===== config.mk =====
export PLATFORM = sky130hd
export DESIGN_NAME = branch_target_buffer
export DESIGN_NICKNAME = d
export VERILOG_FILES = /design/src/rtl/branch_target_buffer.sv
export SDC_FILE = /design/constraint.sdc
export NUM_CORES = 1
export LEC_CHECK = 0
export BUFFER_PORTS_ARGS = -buffer_cell sky130_fd_sc_hd__buf_2
export CORE_MARGIN = 2
export CORE_UTILIZATION = 30
export DETAILED_ROUTE_END_ITERATION = 6
export HOLD_SLACK_MARGIN = 0.02
export PLACE_DENSITY = 0.47
export SYNTH_ARGS = -nofsm -noshare
export SYNTH_HDL_FRONTEND = slang
export SYNTH_SLANG_ARGS = --single-unit

===== constraint.sdc =====
create_clock -name CPU_CLK -period 10 [get_ports CPU_CLK]
set_input_delay 1.5 -clock CPU_CLK [delete_from_list [all_inputs] [get_ports CPU_CLK]]
set_output_delay 1.5 -clock CPU_CLK [all_outputs]
set_load 0.1 [all_outputs]

===== src/rtl/branch_target_buffer.sv =====
// branch_target_buffer: direct-mapped BTB with 2-bit saturating counters and EX-stage redirect.
// Define BTB_STATS_EN to add saturating BranchCntE / MissCntE statistics outputs.
module branch_target_buffer #(
  parameter int ENTRY_BITS = 4
) (
  input  logic        CPU_CLK,
  input  logic        CPU_RST_N,
  input  logic [31:0] PCF,
  output logic        PredTakenF,
  output logic [31:0] PredTargetF,
  input  logic        ValidE,
  input  logic [2:0]  BranchTypeE,
  input  logic        BranchE,
  input  logic [31:0] PCE,
  input  logic [31:0] BranchTargetE,
  input  logic        PredTakenE,
  input  logic [31:0] PredTargetE,
  output logic        MispredictE,
  output logic [31:0] CorrectPCE
`ifdef BTB_STATS_EN
  ,
  output logic [31:0] BranchCntE,
  output logic [31:0] MissCntE
`endif
);
  localparam int N  = 1 << ENTRY_BITS;
  localparam int TW = 30 - ENTRY_BITS;
  logic [N-1:0]          valid_q;
  logic [TW-1:0]         tag_q [N];
  logic [31:0]           target_q [N];
  logic [1:0]            ctr_q [N];
  logic [ENTRY_BITS-1:0] idx_f, idx_e;
  logic                  hit_f, hit_e, upd, wr;
  logic [1:0]            ctr_d;
  assign idx_f = PCF[ENTRY_BITS+1:2];
  assign idx_e = PCE[ENTRY_BITS+1:2];
  assign hit_f = valid_q[idx_f] && tag_q[idx_f] == PCF[31:ENTRY_BITS+2];
  assign hit_e = valid_q[idx_e] && tag_q[idx_e] == PCE[31:ENTRY_BITS+2];
  assign PredTakenF  = hit_f && ctr_q[idx_f][1];
  assign PredTargetF = PredTakenF ? target_q[idx_f] : PCF + 32'd4;
  assign upd = ValidE && BranchTypeE != 3'b000;
  assign wr  = upd && (hit_e || BranchE);
  assign MispredictE = upd && (PredTakenE != BranchE || (BranchE && PredTargetE != BranchTargetE));
  assign CorrectPCE  = BranchE ? BranchTargetE : PCE + 32'd4;
  // A miss only reaches here when taken, so it allocates weakly-taken.
  always_comb
    ctr_d = !hit_e ? 2'b10 :
            BranchE ? (ctr_q[idx_e] == 2'b11 ? 2'b11 : ctr_q[idx_e] + 2'd1) :
                      (ctr_q[idx_e] == 2'b00 ? 2'b00 : ctr_q[idx_e] - 2'd1);
  always_ff @(posedge CPU_CLK or negedge CPU_RST_N)
    if (!CPU_RST_N) begin
      valid_q <= '0;
      for (int i = 0; i < N; i++) ctr_q[i] <= 2'b01;
    end else if (wr) begin
      valid_q[idx_e] <= 1'b1;
      ctr_q[idx_e]   <= ctr_d;
    end
  // Tag and target carry no reset; valid_q masks them until allocated.
  always_ff @(posedge CPU_CLK)
    if (CPU_RST_N && upd && BranchE) begin
      target_q[idx_e] <= BranchTargetE;
      tag_q[idx_e]    <= PCE[31:ENTRY_BITS+2];
    end
`ifdef BTB_STATS_EN
  logic [31:0] bcnt_q, mcnt_q;
  always_ff @(posedge CPU_CLK or negedge CPU_RST_N)
    if (!CPU_RST_N) begin
      bcnt_q <= '0;
      mcnt_q <= '0;
    end else begin
      if (upd && !(&bcnt_q)) bcnt_q <= bcnt_q + 32'd1;
      if (MispredictE && !(&mcnt_q)) mcnt_q <= mcnt_q + 32'd1;
    end
  assign BranchCntE = bcnt_q;
  assign MissCntE   = mcnt_q;
`endif
endmodule


==> flow_metrics.env, run 1 <==
export IMPL_status="finished, final reports clean"
export IMPL_r2r_end="ctr_q[8]"
export IMPL_p_per_area_mw_per_mm2=181
export IMPL_gr_total_overflow=0
export IMPL_grt_max_degree=96
export IMPL_crit_arrival_ns=6.24
export IMPL_cts_htree_levels=3
export IMPL_startpoint="PCF[3]"
export IMPL_setup_viol=0
export IMPL_drive_gt1_share_pct=31.4
export IMPL_initial_core_util_pct=30.2
export IMPL_via_per_inst=5.61
export IMPL_cts_hold_buf=0
export IMPL_hold_violations=0
export IMPL_area_growth_pct=15.0
export IMPL_worstPathCellList="buf_8 > buf_4 > mux4_2 > mux2i_1 > xor2_1 > nor2_1 > a211oi_1 > o2111ai_1 > nor4_4 > buf_4 > mux2i_1 > buf_2"
export IMPL_synthesis_area_mm2=0.0447
export IMPL_critPathSlowestCell="buf_4"
export IMPL_start_kind="input port"
export IMPL_synthCells=2450
export IMPL_synth_top_family_by_area="multiplexers"
export IMPL_synthAdderAreaFrac_pct=0.162
export IMPL_dpl_instance_area_mm2=0.0480
export IMPL_nFillCells=13900
export IMPL_slew_violations=0
export IMPL_finalNonFillerCells=4677
export IMPL_cp_required_ns=8.50
export IMPL_seq_area_mm2=0.0291
export IMPL_routedWlPerCell_um=32.9
export IMPL_numCtsBuffers=104
export IMPL_setup_slack_ns=2.26
export IMPL_fin_crit_sh_pct=77.4
export IMPL_critPathCaptureType="output pin"
export IMPL_die_y_um=390
export IMPL_pre_cts_ws_ns=2.20
export IMPL_dpl_hpwl_mm=97.6
export IMPL_drtIter0Drc=2872
export IMPL_synth_nets=2591
export IMPL_skew_ns=0.0610
export IMPL_grt_setup_unrepaired="false"
export IMPL_cts_buffer_depth=3
export IMPL_dp_cells=4482
export IMPL_async_flop_share_pct=4.92
export IMPL_cts_resized=0
export IMPL_hold_slack_ns=0.484
export IMPL_ys_seq_elements=976
export IMPL_drt_wl_total_mm=154
export IMPL_synth_flop_cell="edfxtp_1"
export IMPL_grt_pass1_vias=26500
export IMPL_dr_total_vias=26200
export IMPL_r2r_slack_ns=5.43
export IMPL_critPathMaxStageDelay_ns=0.67
export IMPL_synth_top_cell_by_area="edfxtp_1"
export IMPL_multi_input_area_mm2=0.0148
export IMPL_nets=2799
export IMPL_netlist_cell_type_count=79
export IMPL_cellLeakagePower_nw=16.6
export IMPL_yosys_area_share_simple_pct=4.16
export IMPL_yosysWarnings=0
export IMPL_path_clk_slew_ns=0.06
export IMPL_hold_start="ctr_q[30]"
export IMPL_whs_path_depth=1
export IMPL_synth_yosys_seq_area_share_pct=65.1
export IMPL_finalSetupTns_ns=0
export IMPL_synth_edf_count=928
export IMPL_synth_compound_area_share_pct=3.81
export IMPL_io_buffers=201
export IMPL_antenna_found_initial=20
export IMPL_grt_util_all_layers_pct=20.0
export IMPL_clk_latency_ns=0.75
export IMPL_syn_avg_cell_area_um2=18.2
export IMPL_min_path_type="reg -> reg"
export IMPL_fin_crit_ns=7.74
export IMPL_maxSlewHeadroom_pct=17.0
export IMPL_tightestPinTransition_ns=1.24
export IMPL_postLayoutCellArea_mm2=0.0514
export IMPL_r2r_cells=8
export IMPL_core_area_mm2=0.148
export IMPL_die_area_mm2=0.152
export IMPL_holdPathEnd="ctr_q[30]"
export IMPL_cts_tree="built"
export IMPL_synth_area_leaders="edfxtp_1 62%, mux4_2 17%, mux2i_1 2.5%"
export IMPL_yosysTopAreaCellShare_pct=62.4
export IMPL_crit_type="in -> out"
export IMPL_rows=141
export IMPL_ir_drop_mv=0.192
export IMPL_cts_setup_buffers=0
export IMPL_antenna_left=0
export IMPL_synthMuxAreaShare_pct=22.1
export IMPL_die_w_um=390
export IMPL_pin_count=202
export IMPL_cts_root_buf="clkbuf_16"
export IMPL_drc_errors=0
export IMPL_fmax_mhz=129
export IMPL_cap_violations=0
export IMPL_grt_pass1_wl_mm=214
export IMPL_cts_sinks=976
export IMPL_synth_xor_area_share_pct=2.61
export IMPL_r2r_start="tag_q[8][5]"
export IMPL_first_pass_iters=5
export IMPL_place_congestion=0.873
export IMPL_crit_fanout=89
==> cell type report <==
type | count | area share [%]
Sequential cell | 976 | 56.6
Multi-Input combinational cell | 1275 | 28.7
Tap cell | 1930 | 4.70
Inverter | 39 | 0.285
Clock inverter | 67 | 1.30
Clock buffer | 126 | 5.27
Timing Repair Buffer | 262 | 3.05
Antenna cell | 2 | 0.00974
==> worst max-delay path, delay by kind of cell <==
family	cells	cell delay, ns
compound gates	2	0.53
xor+xnor	1	0.20
buf+inv	4	2.38
mux	3	1.02
simple gates	2	0.39
==> placed cells by master, fill, tap and decap left out, types with 9 or more instances in the layout <==
cell type and n:
mux4_2 340, clkinv_1 25, clkbuf_1 21, mux2_4 27
edfxtp_1 928, a22oi_1 13, xor2_1 57, clkbuf_16 105
mux2i_1 111, nand2_1 124, clkinv_2 17, nor2b_1 14
nand2b_1 27, dfstp_2 16, and3_1 13, buf_2 194
nor3_1 14, dfrtp_1 32, nand3_1 30, a32oi_1 18
a21oi_1 13, inv_1 36, a31oi_1 17, mux2_2 43
nor2_1 57, a221oi_1 16, xnor2_1 76, o21ai_0 46
clkinvlp_4 9, o2bb2ai_1 16, nand4_1 23, nor2_4 11
o22ai_1 26, nor4_1 26, buf_4 59
==> registers in the layout (all words and copies together), names as in the netlist <==
signal	count
target_q	512
tag_q	416
ctr_q	32
valid_q	16
==> cell usage after synthesis, drive strengths merged (8+ instances only) <==
| library cell | number |
|---|---|
| edfxtp | 928 |
| mux4 | 347 |
| nand2 | 124 |
| mux2i | 111 |
| buf | 99 |
| xnor2 | 76 |
| mux2 | 71 |
| nor2 | 68 |
| clkbuf | 61 |
| xor2 | 57 |
| o21ai | 46 |
| inv | 38 |
| dfrtp | 32 |
| nand3 | 30 |
| nor4 | 29 |
| nand2b | 27 |
| o22ai | 26 |
| nand4 | 23 |
| a32oi | 18 |
| nor3 | 18 |
| a31oi | 17 |
| a221oi | 16 |
| dfstp | 16 |
| o2bb2ai | 16 |
| and3 | 14 |
| nor2b | 14 |
| a21oi | 13 |
| a22oi | 13 |
| o211ai | 8 |
==> cells by family (layout without fill, tap and decap cells) <==
logic type | after synthesis | after routing
flops | 976 | 976
mux | 529 | 529
simple gates | 373 | 373
compound gates | 234 | 234
buf+inv | 199 | 494
xor+xnor | 133 | 133
fa+ha+maj | 6 | 6
other cells | 0 | 2
==> metal layers <==
layer | track usage, % | up-vias | wire [µm]
met5 | 0 | - | 52
met4 | 5.43 | 8 | 3810
met3 | 2.99 | 207 | 10700
met2 | 32.0 | 1246 | 72300
met1 | 28.4 | 14200 | 67100
li1 | - | 10600 | -
==> worst max path at each step <==
stage / endpoint / slack, ns / depth (start not counted)
2_1_floorplan: tag_q[0][0] / 2.47 / 10
3_3_place_gp: PredTargetF[2] / 2.26 / 11
3_5_place_dp: PredTargetF[2] / 2.20 / 12
4_1_cts: PredTargetF[2] / 2.19 / 12
5_1_grt: PredTargetF[2] / 2.02 / 11
6_report: PredTargetF[2] / 2.26 / 12
==> through the flow <==
step / power [W] / utilization (%)
3_3_place_gp: 0.00555 / 32.5
5_1_grt: 0.00958 / 34.7
4_1_cts: 0.00940 / 34.7
6_report: 0.00931 / 34.7
2_1_floorplan: 0.00519 / -
3_5_place_dp: 0.00556 / 32.5
==> power breakdown <==
group	leakage, nW	switching (W)	internal [W]
combinational	6.11	0.000641	0.000301
sequential	8.84	0.0000192	0.00451
clock	1.62	0.00168	0.00215
total	16.6	0.00234	0.00696
Note: power is estimated with default switching activity, not from simulation.
==> run 2, diff against run 1 <==
PLACE_DENSITY = 0.48   (was 0.47)
clock period = 6.6 ns   (was 10 ns; I/O delays follow)
==> run 2 against run 1 <==
- final cell count grew 0.71%
- critical path type unchanged
- register-to-register slack worse by 3.4 ns
- critical path depth unchanged
- wire length grew 1.4%
- global-route usage up 0.36 points
- combinational power increased by 55%
- largest cell class unchanged
- sequential power is 52% higher
- die area is the same
- final area grew 1.3%
- flip-flop and latch count is the same
- non-clock buffer count is 27 higher
==> flow_metrics.env, run 2 (synthesis gave the netlist of run 1 again) <==
export IMPL_status="finished, final reports clean"
export IMPL_crit_arrival_ns=5.15
export IMPL_cts_sinks=976
export IMPL_drt_wl_total_mm=156
export IMPL_drtIter0Drc=3390
export IMPL_startpoint="PCF[2]"
export IMPL_grt_max_degree=76
export IMPL_fin_crit_ns=6.14
export IMPL_min_path_type="in -> async"
export IMPL_clk_latency_ns=0.74
export IMPL_final_common_cell="edfxtp_1"
export IMPL_worstPathCellList="buf_8 > buf_4 > mux4_2 > mux2i_1 > xor2_1 > nor2_1 > a211oi_1 > o2111ai_1 > nor4_4 > buf_12 > mux2_1 > buf_2"
export IMPL_antenna_left=0
export IMPL_die_y_um=390
export IMPL_crit_type="in -> out"
export IMPL_path_delay_family="buffers and inverters"
export IMPL_via_per_inst=5.65
export IMPL_skew_ns=0.0520
export IMPL_cap_violations=0
export IMPL_first_pass_iters=6
export IMPL_largest_reg_flops=512
export IMPL_cts_hold_buf=0
export IMPL_start_kind="input port"
export IMPL_nFillCells=13800
export IMPL_cts_resized=0
export IMPL_die_w_um=390
export IMPL_critPathCaptureType="output pin"
export IMPL_maxSlewHeadroom_pct=4.99
export IMPL_fmax_mhz=163
export IMPL_layout_common_cells="928 x edfxtp_1, 340 x mux4_2, 186 x buf_2"
export IMPL_die_area_mm2=0.152
export IMPL_cts_root_buf="clkbuf_16"
export IMPL_fin_crit_sh_pct=93.0
export IMPL_rows=141
export IMPL_area_growth_pct=16.4
export IMPL_drc_errors=0
export IMPL_grt_pass1_wl_mm=217
export IMPL_ir_drop_mv=0.193
export IMPL_gr_total_overflow=0
export IMPL_critPathMaxStageDelay_ns=0.54
export IMPL_grt_util_all_layers_pct=20.4
export IMPL_antenna_found_initial=18
export IMPL_path_clk_slew_ns=0.06
export IMPL_nets=2827
export IMPL_reg_largest_list="target_q x512, tag_q x416, ctr_q x32"
export IMPL_dpl_hpwl_mm=99.8
export IMPL_initial_core_util_pct=30.2
export IMPL_dp_cells=4509
export IMPL_cp_required_ns=5.61
export IMPL_tightestPinTransition_ns=1.39
export IMPL_r2r_start="tag_q[4][6]"
export IMPL_grt_setup_unrepaired="false"
export IMPL_cts_tree="built"
export IMPL_finalNonFillerCells=4710
export IMPL_core_area_mm2=0.148
export IMPL_pin_count=202
export IMPL_cts_htree_levels=3
export IMPL_numCtsBuffers=105
export IMPL_place_congestion=0.903
export IMPL_setup_viol=0
export IMPL_cts_buffer_depth=3
export IMPL_hold_violations=0
export IMPL_finalSetupTns_ns=0
export IMPL_drive_gt1_share_pct=32.4
export IMPL_fin_util_pct=35.2
export IMPL_crit_fanout=45
export IMPL_slew_violations=0
export IMPL_p_per_area_mw_per_mm2=277
export IMPL_top_register="target_q"
export IMPL_cellLeakagePower_nw=16.9
export IMPL_routedWlPerCell_um=33.2
export IMPL_io_buffers=201
export IMPL_grt_pass1_vias=26600
export IMPL_dr_total_vias=26600
export IMPL_path_buf_inv=4
export IMPL_critPathSlowestCell="mux4_2"
export IMPL_cts_setup_buffers=0
## run 2: stage by stage
stage	area, µm²	worst slack [ns]	hold slack (ns)	total power, W
floorplan	44700	0.0886	0.440	0.00787
global placement	48500	0.548	0.467	0.00844
detailed placement	48500	0.542	0.471	0.00845
CTS	52000	0.515	0.366	0.0145
global route	52000	0.295	0.445	0.0148
finish	52000	0.459	0.377	0.0144
## run 2: final cells by class
cell class,instances,area (µm²),share of cell area (%)
multi-input combinational,1275,14800,28.4
clock inverter,69,801,1.54
inverter,39,146,0.281
antenna,5,12.5,0.0241
tap,1930,2410,4.64
timing repair buffer,289,2040,3.92
sequential,976,29100,55.9
clock buffer,127,2730,5.25
## run 2: final timing paths
kind	to	slack, ns	depth (start not counted)
max in group asynchronous	ctr_q[13]	5.75	2
setup reg to reg	ctr_q[13]	2.02	8
min in group CPU_CLK	ctr_q[16]	0.48	1
setup / recovery	PredTargetF[30]	0.46	12
hold / removal	ctr_q[15]	0.38	2
hold reg to reg	ctr_q[16]	0.48	1
## run 2: per-layer routing
layer  routed length [µm]  vias to the layer above  GRT usage [%]
li1                     -                    10600              -
met1                67100                    14400           28.7
met2                71900                     1372           31.6
met3                12700                      237           4.09
met4                 4400                       16           6.35
met5                  104                        -              0
## run 2: power breakdown
group	internal (W)	leakage (nW)	switching, W	total, W
Combinational	0.000475	6.33	0.000990	0.00146
Sequential	0.00684	8.84	0.0000290	0.00687
Clock	0.00348	1.72	0.00258	0.00606
